==> src/rtl/pmc_bus_initiator.sv <==
// Command-queue bus initiator: buffers commands in a FIFO and runs them one at a
// time on a req/gnt/rvalid data bus, returning responses in command order.
package pmc_bus_initiator_pkg;

    typedef struct packed {
        logic        we;
        logic [31:0] addr;
        logic [31:0] wdata;
    } cmd_t;

    typedef enum logic [1:0] {
        S_IDLE = 2'd0,
        S_REQ  = 2'd1,
        S_WAIT = 2'd2,
        S_RESP = 2'd3
    } state_e;

endpackage

module pmc_bus_initiator
    import pmc_bus_initiator_pkg::*;
#(
    parameter int unsigned FIFO_DEPTH = 4,
    parameter int unsigned TIMEOUT    = 16
) (
    input  logic        clk,
    input  logic        rst_n,
    input  logic        cmd_valid,
    output logic        cmd_ready,
    input  logic        cmd_we,
    input  logic [31:0] cmd_addr,
    input  logic [31:0] cmd_wdata,
    output logic        rsp_valid,
    input  logic        rsp_ready,
    output logic [31:0] rsp_rdata,
    output logic        rsp_err,
    output logic        busy,
    output logic        req,
    input  logic        gnt,
    output logic        we,
    output logic [3:0]  be,
    output logic [31:0] addr,
    output logic [31:0] wdata,
    input  logic        rvalid,
    input  logic [31:0] rdata,
    input  logic        err
);

    localparam int unsigned PTR_W = (FIFO_DEPTH > 1) ? $clog2(FIFO_DEPTH) : 1;
    localparam int unsigned CNT_W = $clog2(FIFO_DEPTH + 1);
    localparam int unsigned TMO_W = $clog2(TIMEOUT + 1);

    state_e             state_q, state_d;
    cmd_t               fifo_q [FIFO_DEPTH];
    logic [PTR_W-1:0]   wr_ptr_q, rd_ptr_q;
    logic [CNT_W-1:0]   count_q, count_d;
    cmd_t               txn_q, txn_d;
    logic [TMO_W-1:0]   tmo_q, tmo_d;
    logic               req_q, req_d;
    logic               rsp_valid_q, rsp_valid_d;
    logic [31:0]        rsp_rdata_q, rsp_rdata_d;
    logic               rsp_err_q, rsp_err_d;
    logic               push, pop, fifo_nempty, tmo_hit;
    cmd_t               cmd_in;

    assign cmd_in      = '{we: cmd_we, addr: cmd_addr, wdata: cmd_wdata};
    assign cmd_ready   = (count_q < CNT_W'(FIFO_DEPTH));
    assign push        = cmd_valid & cmd_ready;
    assign fifo_nempty = (count_q != '0);
    assign tmo_hit     = (tmo_q == TMO_W'(TIMEOUT - 1));
    assign count_d     = count_q + CNT_W'(push) - CNT_W'(pop);

    assign busy      = fifo_nempty | (state_q != S_IDLE);
    assign req       = req_q;
    assign we        = txn_q.we;
    assign be        = 4'b1111;
    assign addr      = txn_q.addr;
    assign wdata     = txn_q.wdata;
    assign rsp_valid = rsp_valid_q;
    assign rsp_rdata = rsp_rdata_q;
    assign rsp_err   = rsp_err_q;

    // State register
    always_ff @(posedge clk or negedge rst_n) begin
        if (!rst_n) state_q <= S_IDLE;
        else        state_q <= state_d;
    end

    // Next-state: one bus transaction at a time, gnt/rvalid win over timeout
    always_comb begin
        state_d = state_q;
        case (state_q)
            S_IDLE: if (fifo_nempty) state_d = S_REQ;
            S_REQ: begin
                if (gnt)          state_d = S_WAIT;
                else if (tmo_hit) state_d = S_RESP;
            end
            S_WAIT: begin
                if (rvalid)       state_d = S_RESP;
                else if (tmo_hit) state_d = S_RESP;
            end
            S_RESP: if (rsp_ready) state_d = S_IDLE;
            default: state_d = S_IDLE;
        endcase
    end

    // Outputs and datapath next values; req/rsp_valid are registered from state_d
    always_comb begin
        pop         = 1'b0;
        txn_d       = txn_q;
        tmo_d       = tmo_q;
        rsp_rdata_d = rsp_rdata_q;
        rsp_err_d   = rsp_err_q;
        case (state_q)
            S_IDLE: begin
                if (fifo_nempty) begin
                    pop   = 1'b1;
                    txn_d = fifo_q[rd_ptr_q];
                    tmo_d = '0;
                end
            end
            S_REQ: begin
                if (gnt) begin
                    tmo_d = '0;
                end else if (tmo_hit) begin
                    rsp_rdata_d = '0;
                    rsp_err_d   = 1'b1;
                end else begin
                    tmo_d = tmo_q + TMO_W'(1);
                end
            end
            S_WAIT: begin
                if (rvalid) begin
                    rsp_rdata_d = (txn_q.we || err) ? '0 : rdata;
                    rsp_err_d   = err;
                end else if (tmo_hit) begin
                    rsp_rdata_d = '0;
                    rsp_err_d   = 1'b1;
                end else begin
                    tmo_d = tmo_q + TMO_W'(1);
                end
            end
            default: ;
        endcase
        req_d       = (state_d == S_REQ);
        rsp_valid_d = (state_d == S_RESP);
    end

    // Control and response registers
    always_ff @(posedge clk or negedge rst_n) begin
        if (!rst_n) begin
            wr_ptr_q    <= '0;
            rd_ptr_q    <= '0;
            count_q     <= '0;
            txn_q       <= '0;
            tmo_q       <= '0;
            req_q       <= 1'b0;
            rsp_valid_q <= 1'b0;
            rsp_rdata_q <= '0;
            rsp_err_q   <= 1'b0;
        end else begin
            if (push) wr_ptr_q <= wr_ptr_q + PTR_W'(1);
            if (pop)  rd_ptr_q <= rd_ptr_q + PTR_W'(1);
            count_q     <= count_d;
            txn_q       <= txn_d;
            tmo_q       <= tmo_d;
            req_q       <= req_d;
            rsp_valid_q <= rsp_valid_d;
            rsp_rdata_q <= rsp_rdata_d;
            rsp_err_q   <= rsp_err_d;
        end
    end

    // FIFO storage; contents are don't-care while the count says empty
    always_ff @(posedge clk) begin
        if (push) fifo_q[wr_ptr_q] <= cmd_in;
    end

endmodule
==> config.mk <==
export PLATFORM = sky130hd
export DESIGN_NAME = pmc_bus_initiator
export DESIGN_NICKNAME = d
export VERILOG_FILES = /design/src/rtl/pmc_bus_initiator.sv
export SDC_FILE = /design/constraint.sdc
export NUM_CORES = 1
export LEC_CHECK = 0
export ABC_AREA = 1
export ABC_CLOCK_PERIOD_IN_PS = 3800
export CORE_MARGIN = 10
export CORE_UTILIZATION = 49
export DETAILED_ROUTE_END_ITERATION = 10
export PLACE_DENSITY = 0.76
export SLEW_MARGIN = 20
export SYNTH_ARGS = -nofsm -noshare
export SYNTH_HDL_FRONTEND = slang
export SYNTH_SLANG_ARGS = --single-unit
==> constraint.sdc <==
create_clock -name clk -period 3.8 [get_ports clk]
set_clock_uncertainty 0.2 [all_clocks]
set_input_delay 0.57 -clock clk [delete_from_list [all_inputs] [get_ports clk]]
set_output_delay 0.57 -clock clk [all_outputs]
set_load 0.02 [all_outputs]
Word level (Yosys, flattened, before mapping)
Memory sizes are Yosys's and may differ from the RTL's. A register that Yosys moved wholly into a read port is not among the register bits.
Index checks and enable logic that the tools add are counted.
{"block": "totals", "ff_bits": 49, "latch_bits": 0, "ram_bits": 260, "mem_bits_ro": 0, "in_bits": 104, "out_inout_bits": 106, "wordCells": 61, "mem_count": 1}
{"memory": "fifo_q", "depth": 4, "word_bits": 65, "rd": 1, "rd_clocked_by_memory_dff": 1, "write_ports": 1, "line": "54", "rtl": "cmd_t fifo_q [FIFO_DEPTH];"}
{"block": "classes", "addsub": 5, "multipliers": 0, "n_div": 0, "magnitude_cmp": 1, "eq_ne": 9, "shifts": 0, "muxes": 24, "n_bitwise": 2, "n_reduce_logical": 10}
{"operator": "two-way mux 32 bit", "n": 4}
{"operator": "case mux 32 bit (2 select lines)", "n": 1}
{"operator": "two-way mux 5 bit", "n": 4}
{"operator": "case mux 5 bit (3 select lines)", "n": 1}
{"operator": "two-way mux 2 bit", "n": 5}
{"operator": "case mux 2 bit (4 select lines)", "n": 1}
{"operator": "two-way mux 1 bit", "n": 7}
{"operator": "== test 2 bit, second input constant", "n": 3}
{"operator": "!= test 2 bit, second input constant", "n": 3}
{"operator": "nonzero test 3 bit", "n": 2}
{"operator": "adder 5 x 1 -> 5 bit, second input constant", "n": 1}
{"operator": "== test 5 x 4 -> 1 bit, second input constant", "n": 1}
{"operator": "adder 2 x 1 -> 2 bit, second input constant", "n": 2}
{"operator": "== test 2 x 1 -> 1 bit, second input constant", "n": 2}
{"operator": "AND reduction 2 bit", "n": 2}
{"operator": "nonzero test 2 bit", "n": 2}
{"operator": "adder 3 x 1 -> 3 bit", "n": 1}
{"operator": "less-than comparator 3 bit, second input constant", "n": 1}
{"operator": "AND reduction 3 bit", "n": 1}
{"operator": "subtractor 3 x 1 -> 3 bit", "n": 1}
{"operator": "zero test 2 bit", "n": 1}
{"operator": "case mux 1 bit (2 select lines)", "n": 1}
{"operator": "bitwise AND 1 bit", "n": 1}
{"operator": "zero test 1 bit", "n": 1}
{"operator": "other kinds (2)", "n": 2}

Longest topological paths before layout
{"block": "logic_depth", "word_depth": 5, "ltp_mapped": 11, "depth_no_buf": 10}

Worst setup path after synthesis
Ideal clock, no wire load.
{"block": "synth_timing", "path_kind": "in2reg", "startpoint": "input cmd_valid", "endpoint": "memory fifo_q[0][0] in the netlist's numbering, enable pin", "setup_ps": 489, "t_arrival_ps": 3471, "path_slack_ps": -360, "path_stages": 2, "path_cell_list": "nand2_1 nor2_1"}
{"block": "synth_via", "elab_chain_len": 3}
{"item": "start, declared", "line": "28", "rtl": "input logic cmd_valid,"}
{"item": "bitwise AND 1 bit", "line": "68", "rtl": "assign push = cmd_valid & cmd_ready;"}
{"item": "two-way mux 1 bit", "line": "176", "rtl": "if (push) fifo_q[wr_ptr_q] <= cmd_in;"}
{"item": "two-way mux 1 bit (not written as such)", "line": "176"}
{"item": "end, declared", "line": "54"}
No other way between the ends.

Worst setup path after layout
{"block": "layout_timing", "startpoint": "register state_q[0]", "endpoint": "output busy"}
{"block": "layout_via", "elab_chain_len": 2}
{"item": "start, declared", "line": "53", "rtl": "state_e state_q, state_d;"}
{"item": "start signal, assigned", "line": "86", "rtl": "else state_q <= state_d;"}
{"item": "nonzero test 2 bit", "line": "73", "rtl": "assign busy = fifo_nempty | (state_q != S_IDLE);"}
{"item": "bitwise OR 1 bit", "line": "73"}
{"item": "end, declared", "line": "37", "rtl": "output logic busy,"}
No other way between the ends.

==> impl_metrics.json <==
{
  "status": "finished, final reports clean",
  "synthTopCellsByCount": "nor2_1, edfxtp_1, o21ai_0",
  "ys_seq_area_frac": 0.726,
  "p_per_area_nw_per_um2": 802,
  "die_w_um": 193,
  "r2r_setup_slack_ps": 1180,
  "critical_path_class": "reg -> out",
  "hp-start": "rsp_rdata[19]",
  "total_power_mw": 14.7,
  "hold_path_class": "reg -> reg",
  "die-area_um2": 37300,
  "seq_power_share": 0.405,
  "fmax_mhz": 337,
  "gp_congestion": 0.812,
  "antenna_found_initial": 2,
  "synth_area_per_cell_um2": 11.7,
  "async_flop_share": 0.305,
  "dpl.cell_count": 1799,
  "multi_input_area_um2": 3420,
  "timing.final.crit_share": 0.781,
  "grt_pass1_wl_um": 53300,
  "p_int_mw": 9.44,
  "clkTransAtPathRegs_ps": 60,
  "cp_max_fo": 7,
  "port_buffers": 205,
  "ys_ff_latch": 374,
  "worst_setup_path_start_kind": "flop",
  "fill_cells": 2229,
  "clkPwrFrac": 0.253,
  "setup_tns_ps": 0,
  "initial_utilization": 0.497,
  "p_leak_nw": 6.95,
  "vias": 9727,
  "slew_headroom": 0.341,
  "core_area_um2": 29600,
  "tightest_slew_ps": 985,
  "cts_setup_buffers": 0,
  "drt-pass1-iter-count": 5,
  "io_pins": 210,
  "cts-root-buf": "clkbuf_16",
  "drc_errors": 0,
  "yosysTopAreaCell": "edfxtp_1",
  "drt-total-wl_um": 34600,
  "r2r-end": "wdata[23]",
  "syn2layout_area_growth_pct": 24.7,
  "worstPathRequired_ps": 3030,
  "synth.area.top_cells": "edfxtp_1, dfrtp_1, nor2_1",
  "rr_worst_depth": 6,
  "final_cells": 1871,
  "grt_max_degree": 69,
  "hold_ws_ps": 314,
  "ant_nets": 0,
  "syn_area_um2": 14700,
  "dr.first_iter.drc_count": 810,
  "synth_top_flop_cell": "edfxtp_1",
  "wl_per_cell_um": 18.5,
  "vias_per_cell": 5.20,
  "hold_depth": 2,
  "cts_tree": "built",
  "seq_area_um2": 10700,
  "die_h_um": 193,
  "grtUsageTotal": 0.181,
  "syn_inst": 1257,
  "rr_startpoint": "rd_ptr_q[0]",
  "globalRouteOverflowTotal": 0,
  "cts_sinks": 374,
  "rsz0062_at_grt": "no",
  "rows": 63,
  "hold_violations": 0,
  "worst_hold_path.endpoint": "rsp_rdata[19]",
  "drive_gt1_frac": 0.0649,
  "finalSetupViolations": 0,
  "cts_max_path_buffers": 3,
  "grt_pass1_vias": 9775,
  "cts_max_level": 2,
  "swShare": 0.357,
  "synth_warnings": 0,
  "fin_crit_ps": 2970,
  "p_sw_mw": 5.24,
  "synth_edf_count": 260,
  "hpwlAfterDp_um": 20500,
  "yosysTopAreaCellShare": 0.532,
  "arrival_ps": 2200,
  "endpoint_kind": "output port",
  "power_frac_comb": 0.343,
  "maxSlewViolCount": 0,
  "clk-insertion-delay-late_ps": 520,
  "ys_types": 28,
  "yosysMostFrequentCell": "nor2_1",
  "numCtsBuffers": 39,
  "maxCapViolCount": 0,
  "fin_nets": 1568,
  "ir_worst_vdd_mv": 0.461
}
## area by class of cell
cell class,instances,area share
Multi-Input combinational cell,753,0.187
Antenna cell,1,0.000137
Tap cell,390,0.0267
Sequential cell,374,0.583
Timing Repair Buffer,219,0.121
Clock buffer,50,0.0590
Clock inverter,20,0.00978
Inverter,64,0.0133
## cells in the final DEF, fill, tap and decap left out, drive strengths merged, types with 14 or more instances in the layout
cell type      synthesis  final
nor2                 412    412
edfxtp               260    260
clkdlybuf4s50          0    204
o21ai                170    170
dfrtp                114    114
inv                   64     65
a21oi                 65     65
clkbuf                21     50
nand2                 41     41
nand3                 39     39
buf                   48     14
clkinv                 0     14
## logic make-up (layout without fill, tap and decap cells)
logic type,count (synthesis),in the layout,synth area share
xor gates and xnor gates,5,5,0.00298
other,1,5,0.000255
AOI/OAI and AO/OA,235,235,0.0829
buffers and inverters,133,353,0.0441
adders and majority gates,13,13,0.0116
and+or+nand+nor,496,496,0.132
DFF,374,374,0.726
## metrics by stage
stage	util	worst slack, ps	instance area [um^2]
after floorplan	-	-360	14700
after global placement	0.576	807	17000
after detailed placement	0.576	852	17000
after CTS	0.619	776	18300
after global routing	0.619	697	18300
final	0.619	834	18300
## critical path, cell delays in order (launching register included)
cell and delay, ps:
dfrtp_1 410, inv_1 190, ha_1 250, nand4_1 210
clkdlybuf4s50_1 610
## worst max-delay path by stage
| stage | end | from | depth (start not counted) |
|---|---|---|---|
| global route | busy | state_q[0] | 4 |
| detailed placement | count_q[2] | cmd_valid | 8 |
| global placement | count_q[2] | cmd_valid | 8 |
| finish | busy | state_q[0] | 4 |
| CTS | busy | state_q[0] | 4 |
| floorplan | fifo_q[0][0] | cmd_valid | 2 |
## layer usage
metal | wire length (um) | global-route usage | share of wire | up-vias
met1 | 14600 | 0.235 | 0.42 | 4710
met5 | 19 | 0 | 0.00055 | -
met4 | 573 | 0.0476 | 0.017 | 2
li1 | - | - | - | 4631
met3 | 2890 | 0.0430 | 0.084 | 51
met2 | 16400 | 0.300 | 0.48 | 333
## repair_timing
item | CTS | global route
hold buffers | 1 | 0
hold endpoints to repair | 58 | 0
gates resized for setup | 0 | 0
endpoints found under the setup margin | 0 | 0
## power by group through the flow
stage | sequential (mW) | combinational, mW | clock [mW]
3_3_place_gp | 6.00 | 4.95 | 0
4_1_cts | 5.95 | 5.12 | 3.78
5_1_grt | 6.04 | 5.64 | 3.95
3_5_place_dp | 6.02 | 5.07 | 0
2_1_floorplan | 6.30 | 2.85 | 0
6_report | 5.94 | 5.03 | 3.71
## state kept, by name, indices dropped and copies added, names as in the netlist
| register | cells |
|---|---|
| wr_ptr_q | 2 |
| we | 1 |
| fifo_q | 260 |
| req | 1 |
| wdata | 32 |
| rsp_rdata | 32 |
| tmo_q | 5 |
| count_q | 3 |
| rd_ptr_q | 2 |
| state_q | 2 |
| rsp_valid | 1 |
| addr | 32 |
| rsp_err | 1 |
Note: power is estimated with default switching activity, not from simulation.
